<file path="config.mk">
export PLATFORM = sky130hd
export DESIGN_NAME = pcie_cpl_tlp_tx
export DESIGN_NICKNAME = d
export VERILOG_FILES = /design/src/rtl/pcie_cfg_pkg.sv /design/src/rtl/pcie_cpl_tlp_tx.sv
export SDC_FILE = /design/constraint.sdc
export NUM_CORES = 1
export LEC_CHECK = 0
export CAP_MARGIN = 30
export CORE_UTILIZATION = 45
export CTS_BUF_LIST = sky130_fd_sc_hd__clkbuf_8 sky130_fd_sc_hd__clkbuf_16
export CTS_CLUSTER_DIAMETER = 50
export DETAILED_ROUTE_END_ITERATION = 12
export PLACE_DENSITY_LB_ADDON = 0.05
export RECOVER_POWER = 25
export SLEW_MARGIN = 20
export SYNTH_ARGS = -nofsm -noshare
export SYNTH_HDL_FRONTEND = slang
export SYNTH_SLANG_ARGS = --single-unit
</file>
<file path="constraint.sdc">
create_clock -name i_clk -period 6.04 [get_ports i_clk]
set_input_delay 0.906 -clock i_clk [delete_from_list [all_inputs] [get_ports i_clk]]
set_output_delay 0.906 -clock i_clk [all_outputs]
set_load 0.05 [all_outputs]
</file>
<file path="src/rtl/pcie_cfg_pkg.sv">
// -----------------------------------------------------------------------------
// pcie_cfg_pkg
//   Shared constants for the DMA-side PCIe completion path: the CplD header
//   format/type byte, the layout of the 73-bit word written into the
//   completion CDC FIFO, and the state type of the completion TLP builder.
//
//   FIFO word layout: {last, keep[7:0], data[63:0]}
//     keep = 8'hFF -> both DWs of data valid
//     keep = 8'h0F -> only the low DW (data[31:0]) valid
// -----------------------------------------------------------------------------
package pcie_cfg_pkg;

    localparam logic [7:0]  CPLD_FMT_TYPE  = 8'h4A;   // Fmt=3DW w/ data, Type=Cpl
    localparam int          PCIE_WORD_BITS = 73;
    localparam int          LAST_BIT       = 72;
    localparam int          KEEP_MSB       = 71;
    localparam int          KEEP_LSB       = 64;

    localparam logic [7:0]  KEEP_BOTH_DW   = 8'hFF;
    localparam logic [7:0]  KEEP_LOW_DW    = 8'h0F;
    localparam logic [10:0] MAX_LEN_DW     = 11'd1024; // encoded as len==0

    typedef enum logic [1:0] {
        ST_IDLE = 2'd0,   // waiting for a completion descriptor
        ST_HDR1 = 2'd1,   // header DW0/DW1 loaded, next word carries DW2
        ST_DATA = 2'd2    // payload words, shifted by one DW
    } cpl_state_e;

    // Assemble one FIFO word from its fields.
    function automatic logic [PCIE_WORD_BITS-1:0] make_word(
        input logic        last,
        input logic [7:0]  keep,
        input logic [63:0] data
    );
        logic [PCIE_WORD_BITS-1:0] w;
        w                    = '0;
        w[LAST_BIT]          = last;
        w[KEEP_MSB:KEEP_LSB] = keep;
        w[KEEP_LSB-1:0]      = data;
        return w;
    endfunction

endpackage : pcie_cfg_pkg

</file>
<file path="src/rtl/pcie_cpl_tlp_tx.sv">
// -----------------------------------------------------------------------------
// pcie_cpl_tlp_tx
//   Builds PCIe Completion-with-Data TLPs on the DMA clock and streams them as
//   {last, keep, data} words into the completion CDC FIFO.
//
//   A TLP is the 3-DW header followed by the payload DWs. Because the header
//   is an odd number of DWs, every payload beat is split: its low DW finishes
//   the current output word and its high DW is held for the next one.
//
//   Ports
//     i_clk, i_rst          DMA clock, synchronous active-high reset
//     i_cpl_id              completer ID (static)
//     i_req_*               completion descriptor, valid/ready handshake
//     i_dat_* / o_dat_ready 64-bit payload beats, low DW first
//     o_wr, o_wdata         FIFO write strobe and 73-bit word
//     i_wfull               FIFO full (backpressure)
// -----------------------------------------------------------------------------
module pcie_cpl_tlp_tx
    import pcie_cfg_pkg::*;
(
    input  logic                      i_clk,
    input  logic                      i_rst,
    input  logic [15:0]               i_cpl_id,
    input  logic                      i_req_valid,
    output logic                      o_req_ready,
    input  logic [9:0]                i_req_len,
    input  logic [11:0]               i_req_byte_cnt,
    input  logic [6:0]                i_req_lower_addr,
    input  logic [7:0]                i_req_tag,
    input  logic [15:0]               i_req_rid,
    input  logic                      i_dat_valid,
    output logic                      o_dat_ready,
    input  logic [63:0]               i_dat_data,
    output logic                      o_wr,
    output logic [PCIE_WORD_BITS-1:0] o_wdata,
    input  logic                      i_wfull
);

    cpl_state_e                state_q,   state_d;
    logic                      r_vld_q,   r_vld_d;
    logic [PCIE_WORD_BITS-1:0] r_wdata_q, r_wdata_d;
    logic [31:0]               hold_q,    hold_d;    // high DW of the last beat
    logic [10:0]               rem_q,     rem_d;     // payload DWs still to emit
    logic [10:0]               len_q,     len_d;     // L, with 0 expanded to 1024
    logic [31:0]               dw2_q,     dw2_d;

    logic        load_allowed;
    logic        req_fire;
    logic        dat_fire;
    logic [31:0] hdr_dw0;
    logic [31:0] hdr_dw1;
    logic [31:0] hdr_dw2;
    logic [10:0] len_eff;

    // The output register drains whenever the FIFO has room; a new word may be
    // loaded in the same cycle the old one is written, so a full-rate stream
    // never bubbles.
    assign o_wr         = r_vld_q & ~i_wfull;
    assign load_allowed = ~r_vld_q | o_wr;
    assign o_wdata      = r_wdata_q;

    assign o_req_ready = (state_q == ST_IDLE) & load_allowed;
    assign o_dat_ready = ((state_q == ST_HDR1) ||
                          ((state_q == ST_DATA) && (rem_q >= 11'd2))) & load_allowed;

    assign req_fire = i_req_valid & o_req_ready;
    assign dat_fire = i_dat_valid & o_dat_ready;

    assign hdr_dw0 = {CPLD_FMT_TYPE, 14'h0, i_req_len};
    assign hdr_dw1 = {i_cpl_id, 3'b000, 1'b0, i_req_byte_cnt};
    assign hdr_dw2 = {i_req_rid, i_req_tag, 1'b0, i_req_lower_addr};
    assign len_eff = (i_req_len == 10'd0) ? MAX_LEN_DW : {1'b0, i_req_len};

    always_comb begin
        // NOTE: every signal gets a default before the case so that paths
        // which do not assign it hold their value instead of inferring a latch.
        state_d   = state_q;
        r_vld_d   = r_vld_q & ~o_wr;
        r_wdata_d = r_wdata_q;
        hold_d    = hold_q;
        rem_d     = rem_q;
        len_d     = len_q;
        dw2_d     = dw2_q;

        unique case (state_q)
            ST_IDLE: begin
                if (req_fire) begin
                    r_vld_d   = 1'b1;
                    r_wdata_d = make_word(1'b0, KEEP_BOTH_DW, {hdr_dw1, hdr_dw0});
                    dw2_d     = hdr_dw2;
                    len_d     = len_eff;
                    state_d   = ST_HDR1;
                end
            end

            ST_HDR1: begin
                if (dat_fire) begin
                    r_vld_d   = 1'b1;
                    r_wdata_d = make_word(len_q == 11'd1, KEEP_BOTH_DW,
                                          {i_dat_data[31:0], dw2_q});
                    hold_d    = i_dat_data[63:32];
                    rem_d     = len_q - 11'd1;
                    state_d   = (len_q == 11'd1) ? ST_IDLE : ST_DATA;
                end
            end

            ST_DATA: begin
                if (rem_q >= 11'd2) begin
                    if (dat_fire) begin
                        r_vld_d   = 1'b1;
                        r_wdata_d = make_word(rem_q == 11'd2, KEEP_BOTH_DW,
                                              {i_dat_data[31:0], hold_q});
                        hold_d    = i_dat_data[63:32];
                        rem_d     = rem_q - 11'd2;
                        state_d   = (rem_q == 11'd2) ? ST_IDLE : ST_DATA;
                    end
                end else if (load_allowed) begin
                    // One held DW left: flush it alone without taking a beat.
                    r_vld_d   = 1'b1;
                    r_wdata_d = make_word(1'b1, KEEP_LOW_DW, {32'h0, hold_q});
                    rem_d     = 11'd0;
                    state_d   = ST_IDLE;
                end
            end

            default: state_d = ST_IDLE;
        endcase
    end

    // A reset mid-TLP abandons the partial TLP; words already in the FIFO stay
    // there, so the consumer side must be reset together with this block.
    always_ff @(posedge i_clk) begin
        // NOTE: state updates use non-blocking assignments so every flop
        // samples the pre-edge values regardless of statement order.
        if (i_rst) begin
            state_q   <= ST_IDLE;
            r_vld_q   <= 1'b0;
            r_wdata_q <= '0;
            hold_q    <= '0;
            rem_q     <= '0;
            len_q     <= '0;
            dw2_q     <= '0;
        end else begin
            state_q   <= state_d;
            r_vld_q   <= r_vld_d;
            r_wdata_q <= r_wdata_d;
            hold_q    <= hold_d;
            rem_q     <= rem_d;
            len_q     <= len_d;
            dw2_q     <= dw2_d;
        end
    end

endmodule : pcie_cpl_tlp_tx
</file>
==> After elaboration in Yosys (flattened, before gate mapping) <==
Cells that the tools add are included.
{ "op_classes": {"add_sub_neg": 2, "order_cmp": 1, "n_eq_ne": 9, "muxes": 28, "n_bitwise": 10, "reduce_logical": 11} }
{ "ops": {"columns": ["cell", "n"], "rows": [
  ["73-bit two-way mux", 5],
  ["73-bit one-hot mux with 3 select lines", 1],
  ["32-bit two-way mux", 2],
  ["32-bit one-hot mux with 2 select lines", 1],
  ["11-bit two-way mux", 5],
  ["11-bit one-hot mux with 2 select lines", 1],
  ["2-bit two-way mux", 7],
  ["11-bit by 1-bit == test with 1-bit output (second input constant)", 1],
  ["11-bit by 2-bit == test with 1-bit output (second input constant)", 1],
  ["11-bit by 2-bit >= comparator with 1-bit output (second input constant)", 1],
  ["11-bit by 1-bit subtractor with 11-bit output (second input constant)", 1],
  ["11-bit by 2-bit subtractor with 11-bit output (second input constant)", 1],
  ["10-bit zero test", 1],
  ["4-bit AND reduction", 2],
  ["1-bit AND", 6],
  ["2-bit one-hot mux with 3 select lines", 1],
  ["5-bit AND reduction", 1],
  ["1-bit two-way mux", 4],
  ["2-bit != test (second input constant)", 2],
  ["2-bit AND reduction", 2],
  ["3-bit by 2-bit != test with 1-bit output (second input constant)", 1],
  ["3-bit != test (second input constant)", 1],
  ["1-bit NOT", 3],
  ["1-bit one-hot mux with 3 select lines", 1],
  ["other kinds (9)", 9]
]} }
{ "word_totals": {"reg_bits": 161, "in_bits": 138, "out_inout_bits": 76, "elab_cells": 68} }

==> Longest topological paths before layout <==
Gate-level depths: netlist of the first run.
{ "logic_depth": {"ltp_word": 8, "depth_mapped": 9, "depth_no_buf": 7} }

==> Worst setup path before layout of the first run <==
Ideal clock, no wire load.
{ "synth_timing": {"path_kind": "register -> output", "from": "register state_q[0]", "to": "output o_dat_ready", "t_arrival_ns": 1.924, "required_ns": 5.134, "setup_slack_ns": 3.210, "path_stages_with_launch": 9, "n_path_buf": 2, "cell_sequence": "dfxtp_1 inv_1 ha_1 clkbuf_1 inv_1 clkbuf_1 nor2_1 nor2_1 nor2_1"} }
{ "synth_between": {"elab_chain_cells": 4, "elab_cells_between_ends": 5, "cone_classes": "eq/ne (2); bitwise (1); reduce/logical (2)"} }
{ "synth_lines": {"columns": ["item", "line", "text"], "rows": [
  ["start: declaration", "pcie_cpl_tlp_tx.sv:39", "cpl_state_e state_q, state_d;"],
  ["start signal: assignment", "pcie_cpl_tlp_tx.sv:144", "state_q <= state_d;"],
  ["2-bit == test", "pcie_cpl_tlp_tx.sv:64", "((state_q == ST_DATA) && (rem_q >= 11'd2))) & load_allowed;"],
  ["1-bit logical AND", "pcie_cpl_tlp_tx.sv:64", null],
  ["1-bit logical OR *", "pcie_cpl_tlp_tx.sv:63", "assign o_dat_ready = ((state_q == ST_HDR1) ||"],
  ["1-bit AND *", "pcie_cpl_tlp_tx.sv:64", null],
  ["end: declaration", "pcie_cpl_tlp_tx.sv:32", "output logic o_dat_ready,"]
]} }
Every way passes the cells marked *; elsewhere a longest branch is shown, timed or not.

==> Worst setup path after layout of the first run <==
{ "layout_timing": {"from": "register rem_q[1]", "to": "output o_dat_ready"} }
{ "layout_between": {"elab_chain_cells": 4} }
{ "layout_lines": {"columns": ["item", "line", "text"], "rows": [
  ["start: declaration", "pcie_cpl_tlp_tx.sv:43", "logic [10:0] rem_q, rem_d;"],
  ["start signal: assignment", "pcie_cpl_tlp_tx.sv:148", "rem_q <= rem_d;"],
  ["11-bit by 2-bit >= comparator with 1-bit output", "pcie_cpl_tlp_tx.sv:64", null],
  ["1-bit logical AND", "pcie_cpl_tlp_tx.sv:64", null],
  ["1-bit logical OR", "pcie_cpl_tlp_tx.sv:63", null],
  ["1-bit AND", "pcie_cpl_tlp_tx.sv:64", null]
]} }
Every way passes these cells.

==> impl_metrics.yaml, run 1 <==
sta:
  period_needed_ns: 4.85
  rsz0062_at_grt: "false"
  setup_viol: 0
  fin_crit_sh_pct: 80.3
  tns_ns: 0
  skew_ns: 0.0123
  slew-limit-headroom_pct: -12.1
  finalMaxSlewViolations: 42
  max_freq_mhz: 206
  tightest_slew_ns: 1.68
  finalHoldViolCount: 0
worst_setup_path:
  cp_slowest_stage_delay_ns: 1.23
  crit_slowest_cell: "nor4_1"
  required_ns: 5.13
  critical_path_class: "flop to output port"
  crit_buf_inv: 2
  startpoint_type: "flop"
  worstPathMaxFanout: 7
  cpMostUsedCell: "nor2_1"
  worstPathCellList: "inv_1 -> ha_1 -> or3b_1 -> nor4_1 -> nor2_1 -> nor2_1 -> nor2_1 -> clkdlybuf4s50_1"
  crit_family: "simple AND/OR/NAND/NOR gates"
  cp.arrival_ns: 3.94
  end_kind: "output port"
logic_synthesis:
  synth_top_flop_cell: "dfxtp_1"
  ys_warn_count: 0
  syn_nets: 963
  ys_seq_area_share_pct: 46.8
  yosysUniqueCellTypes: 51
  synth_edf_count: 0
  postSynthRegisterBits: 155
  async_flop_share_pct: 0
  synth_area_um2: 6630
  avgSynthCellArea_um2: 8.10
  synthCells: 818
placement:
  post-dp-hpwl_mm: 14.0
  numPortBuffers: 213
  place.gp.congestion: 0.844
clocking:
  cts_made_buffers: 17
  cts.sinks: 155
  hold_buffers: 0
  cts_tree: "built"
  htree_levels: 4
  postCtsSetupRepairBufs: 0
  clk_latency_ns: 0.42
  path_clk_slew_ns: 0.06
  cts_root_buffer: "clkbuf_16"
  ctsResizeCount: 0
  clockBufferDepth: 2
status:
  status: "finished with violations"
  failed_checks: "max-capacitance violations, max-slew violations"
worst_hold_path:
  hold_class: "flop to flop"
global_route:
  antenna_found_initial: 0
  grt_use_total_pct: 28.4
  grt_start_max_net_pins: 101
  grt_pass1_wl_mm: 33.3
  gr-total-overflow: 0
  grt_pass1_vias: 6684
pwr:
  peakVddDrop_mv: 0.352
  power.total_w: 0.00582
  pwr_density_cell_nw_per_um2: 618
  leakagePower_nw: 3.44
finish:
  mostFrequentLayoutCell: "clkdlybuf4s50_1"
  diodes: 0
  area_growth_pct: 42.1
  final_cell_mix: "194 x clkdlybuf4s50_1, 165 x nand2_1, 155 x dfxtp_1"
  layout.area.seq_um2: 3100
  drive_above_1_share_pct: 5.78
  fin_nets: 1135
  fillCellCount: 1168
  multi_input_area_um2: 3180
drt:
  drt_wl_total_mm: 21.1
  wire_per_inst_um: 17.8
  drtIter0Drc: 486
  vias: 6869
  via_per_inst: 5.81
  ant_nets: 0
  post-route-drc-count: 0
  first_pass_iters: 5
floorplanning:
  die_w_um: 123
  rows: 43
  die_h_um: 123
  core_um2: 14100
  initial_core_util_pct: 47.0
  die_area_um2: 15200
  io_pins: 214
run:
  max_cap_violations: 2
where the power goes:
part           switching [W]  internal [W]
clock network       0.000434      0.000566
logic                0.00215       0.00111
registers           0.000211       0.00135
total                0.00280       0.00302
synth_stat cells, types with 2 or more instances:
| cell | number | area [um^2] |
|---|---|---|
| nand4b_1 | 3 | 26.3 |
| inv_1 | 13 | 48.8 |
| nand3_1 | 11 | 55.1 |
| o211ai_1 | 16 | 120 |
| or4_1 | 4 | 30.0 |
| nand4_1 | 2 | 12.5 |
| o2111ai_1 | 2 | 17.5 |
| a211oi_1 | 2 | 15.0 |
| o22ai_1 | 6 | 37.5 |
| a31oi_1 | 2 | 12.5 |
| a221o_1 | 9 | 90.1 |
| dfxtp_1 | 155 | 3100 |
| or3_1 | 3 | 18.8 |
| a221oi_1 | 20 | 175 |
| o32ai_1 | 3 | 26.3 |
| buf_1 | 2 | 7.51 |
| nor2b_1 | 2 | 12.5 |
| o21ai_0 | 36 | 180 |
| buf_4 | 8 | 60.1 |
| nand2_1 | 165 | 619 |
| a32o_1 | 7 | 70.1 |
| ha_1 | 7 | 87.6 |
| clkbuf_1 | 55 | 206 |
| nor4_1 | 6 | 37.5 |
| nor3_1 | 28 | 140 |
| nor2_1 | 53 | 199 |
| buf_2 | 10 | 50.1 |
| a22oi_1 | 35 | 263 |
| a311oi_1 | 4 | 35.0 |
| xor2_1 | 4 | 35.0 |
| a21oi_1 | 122 | 611 |
| xnor2_1 | 4 | 35.0 |
flip-flops by register name, indices dropped and copies added, names as in the netlist:
signal,cells
dw2_q,31
hold_q,32
len_q,11
o_wdata,67
r_vld_q,1
rem_q,11
state_q,2
path summary, 6_finish.rpt:
check	start	to	slack, ns	cells past startpoint
setup / recovery	rem_q[1]	o_dat_ready	1.19	8
hold reg to reg	dw2_q[25]	dw2_q[25]	0.45	2
hold / removal	dw2_q[25]	dw2_q[25]	0.45	2
setup reg to reg	rem_q[1]	o_wdata[25]	2.36	8
per-layer routing:
layer | vias to the layer above | share of wire, % | global-route usage (%) | wire, um
li1 | 3270 | - | - | -
met1 | 3291 | 41 | 33.1 | 8560
met2 | 271 | 49 | 48.0 | 10200
met3 | 37 | 8.9 | 10.1 | 1870
met4 | 0 | 2.0 | 10.2 | 420
met5 | - | 0 | 0 | 0
layout make-up:
class | count | area share (%)
sequential | 155 | 33.0
timing repair buffer | 228 | 24.5
multi-input combinational | 575 | 33.7
clock buffer | 17 | 4.52
clock inverter | 15 | 1.34
tap | 180 | 2.39
inverter | 13 | 0.518
tightest hold or removal path: stages (launching register included):
cell     delay [ns]
dfxtp_1        0.31
nand2_1        0.05
a21oi_1        0.05
cell families (layout without fill, tap and decap cells):
| family | after synthesis | count (layout) | synth area share (%) |
|---|---|---|---|
| DFF | 155 | 155 | 46.8 |
| adders and majority gates | 7 | 7 | 1.32 |
| xor gates and xnor gates | 8 | 8 | 1.06 |
| AOI/OAI and AO/OA | 274 | 274 | 26.5 |
| and+or+nand+nor | 286 | 286 | 18.7 |
| buffers and inverters | 88 | 273 | 5.63 |
stage by stage:
step	worst slack (ns)	util (%)	cells	cell area (um^2)	hold slack (ns)
2_1_floorplan	3.21	-	818	6630	0.436
3_3_place_gp	2.45	62.2	1146	8770	0.442
3_5_place_dp	2.36	62.6	1148	8820	0.447
4_1_cts	1.90	66.5	1180	9370	0.455
5_1_grt	0.883	66.8	1183	9410	0.471
6_report	1.19	66.8	1183	9410	0.454
No activity file was read; power rests on OpenSTA's default activity.
==> inputs of run 2 (changes only) <==
==> constraint.sdc (replaced) <==
create_clock -name i_clk -period 4.5 [get_ports i_clk]
set_input_delay 0.675 -clock i_clk [delete_from_list [all_inputs] [get_ports i_clk]]
set_output_delay 0.675 -clock i_clk [all_outputs]
set_load 0.05 [all_outputs]
==> impl_metrics.yaml, run 2 (synthesized netlist as in run 1, its figures left out) <==
status:
  status: "finished with violations"
  failed_checks: "max-capacitance violations, max-slew violations"
floorplanning:
  io_pins: 214
  die_area_um2: 15200
  rows: 43
  die_h_um: 123
  core_um2: 14100
  die_w_um: 123
  initial_core_util_pct: 47.0
finish:
  layout.area.seq_um2: 3100
  fin_util_pct: 67.4
  area_growth_pct: 43.4
  multi_input_area_um2: 3190
  fin_nets: 1134
  mostFrequentLayoutCell: "clkdlybuf4s50_1"
  fillCellCount: 1170
  final_cell_mix: "193 x clkdlybuf4s50_1, 165 x nand2_1, 155 x dfxtp_1"
  drive_above_1_share_pct: 5.30
  diodes: 0
  largest_reg_flops: 67
pwr:
  peakVddDrop_mv: 0.439
  swShare_pct: 46.5
  p_sw_w: 0.00371
  p_comb_share_pct: 54.9
  internal_power_w: 0.00428
  pwr_density_cell_nw_per_um2: 841
  seq_power_share_pct: 26.0
  leakagePower_nw: 3.49
  p_clk_share_pct: 19.0
clocking:
  htree_levels: 4
  postCtsSetupRepairBufs: 0
  cts_root_buffer: "clkbuf_16"
  clk_latency_ns: 0.42
  cts.sinks: 155
  ctsResizeCount: 0
  cts_made_buffers: 17
  clockBufferDepth: 2
  cts_tree: "built"
  path_clk_slew_ns: 0.06
  hold_buffers: 0
worst_setup_path:
  critical_path_class: "flop to output port"
  r2r_cells: 8
  required_ns: 3.83
  end_kind: "output port"
  cp.arrival_ns: 3.26
  startpoint_type: "flop"
  worstPathMaxFanout: 7
  worstReg2RegEnd: "o_wdata[0]"
  r2r_start: "rem_q[1]"
  r2r_slack_ns: 1.42
global_route:
  antenna_found_initial: 0
  grt_start_max_net_pins: 101
  grt_pass1_wl_mm: 32.5
  gr-total-overflow: 0
  grt_pass1_vias: 6630
  grt_use_total_pct: 27.8
sta:
  tns_ns: 0
  setup_viol: 0
  finalMaxSlewViolations: 42
  max_freq_mhz: 254
  rsz0062_at_grt: "false"
  period_needed_ns: 3.93
  fin_crit_sh_pct: 87.4
  finalHoldViolCount: 0
  slew-limit-headroom_pct: -15.1
  tightest_slew_ns: 1.73
  skew_ns: 0.00755
drt:
  vias: 6753
  ant_nets: 0
  first_pass_iters: 5
  via_per_inst: 5.72
  wire_per_inst_um: 17.7
  post-route-drc-count: 0
  drt_wl_total_mm: 20.9
  drtIter0Drc: 478
worst_hold_path:
  hold_class: "flop to flop"
  hp-start: "hold_q[4]"
  holdPathEnd: "hold_q[4]"
  hold_path_depth: 2
placement:
  post-dp-hpwl_mm: 14.1
  numPortBuffers: 213
  place.gp.congestion: 0.901
run:
  max_cap_violations: 1
-- run 2: changes by cell type in the layout (fill, tap and decap cells not counted), sizes merged --
| cell | change |
|---|---|
| dlygate4sd3 | +1 |
| bufinv | +4 |
| inv | +1 |
| clkinv | -7 |
| clkinvlp | -1 |
| clkdlybuf4s50 | -1 |
-- run 2: worst max path at each step --
stage                          start          end  slack, ns  cells after the start
final                       rem_q[1]  o_dat_ready       0.57                      8
after global routing        rem_q[1]  o_dat_ready       0.36                      8
after CTS                   rem_q[1]  o_dat_ready       0.58                      8
after detailed placement    rem_q[1]  o_dat_ready       1.05                      8
after global placement      rem_q[1]  o_dat_ready       1.13                      8
after floorplan           state_q[0]  o_dat_ready       1.90                      8
-- run 2: routing by layer --
| layer | GRT usage, % | part of all wire [%] | vias up |
|---|---|---|---|
| met4 | 8.81 | 1.3 | 0 |
| li1 | - | - | 3257 |
| met3 | 10.2 | 8.5 | 23 |
| met5 | 0 | 0 | - |
| met1 | 33.2 | 41 | 3221 |
| met2 | 46.0 | 49 | 252 |
-- run 2: layout make-up --
cell class	instances	area share [%]
clock buffer	18	4.62
timing repair buffer	227	24.3
sequential	155	32.7
inverter	13	0.514
multi-input combinational	575	33.6
tap	180	2.37
clock inverter	12	1.92
-- run 2: power groups by stage --
stage / clock, W / combinational (W) / sequential, W
6_report: 0.00152 / 0.00439 / 0.00208
3_3_place_gp: 0 / 0.00422 / 0.00208
3_5_place_dp: 0 / 0.00434 / 0.00210
4_1_cts: 0.00154 / 0.00436 / 0.00208
5_1_grt: 0.00160 / 0.00470 / 0.00213
2_1_floorplan: 0 / 0.00218 / 0.00290
-- run 2: critical path, cell delays in order, from the launching register on --
cell and delay, ns:
dfxtp_1 0.35, inv_1 0.09, ha_1 0.25, or3b_1 0.51, nor4_4 0.58, nor2_1 0.12, nor2_1 0.18, nor2_1 0.07
clkdlybuf4s50_1 0.70
-- run 2: metrics by stage --
stage | setup WS [ns] | instances | cell area [um^2] | total power [W] | hold WS, ns
floorplan | 1.90 | 818 | 6630 | 0.00508 | 0.436
global placement | 1.13 | 1146 | 8770 | 0.00630 | 0.441
detailed placement | 1.05 | 1149 | 8860 | 0.00644 | 0.448
CTS | 0.584 | 1179 | 9480 | 0.00798 | 0.456
global route | 0.362 | 1180 | 9500 | 0.00843 | 0.471
finish | 0.565 | 1180 | 9500 | 0.00799 | 0.455
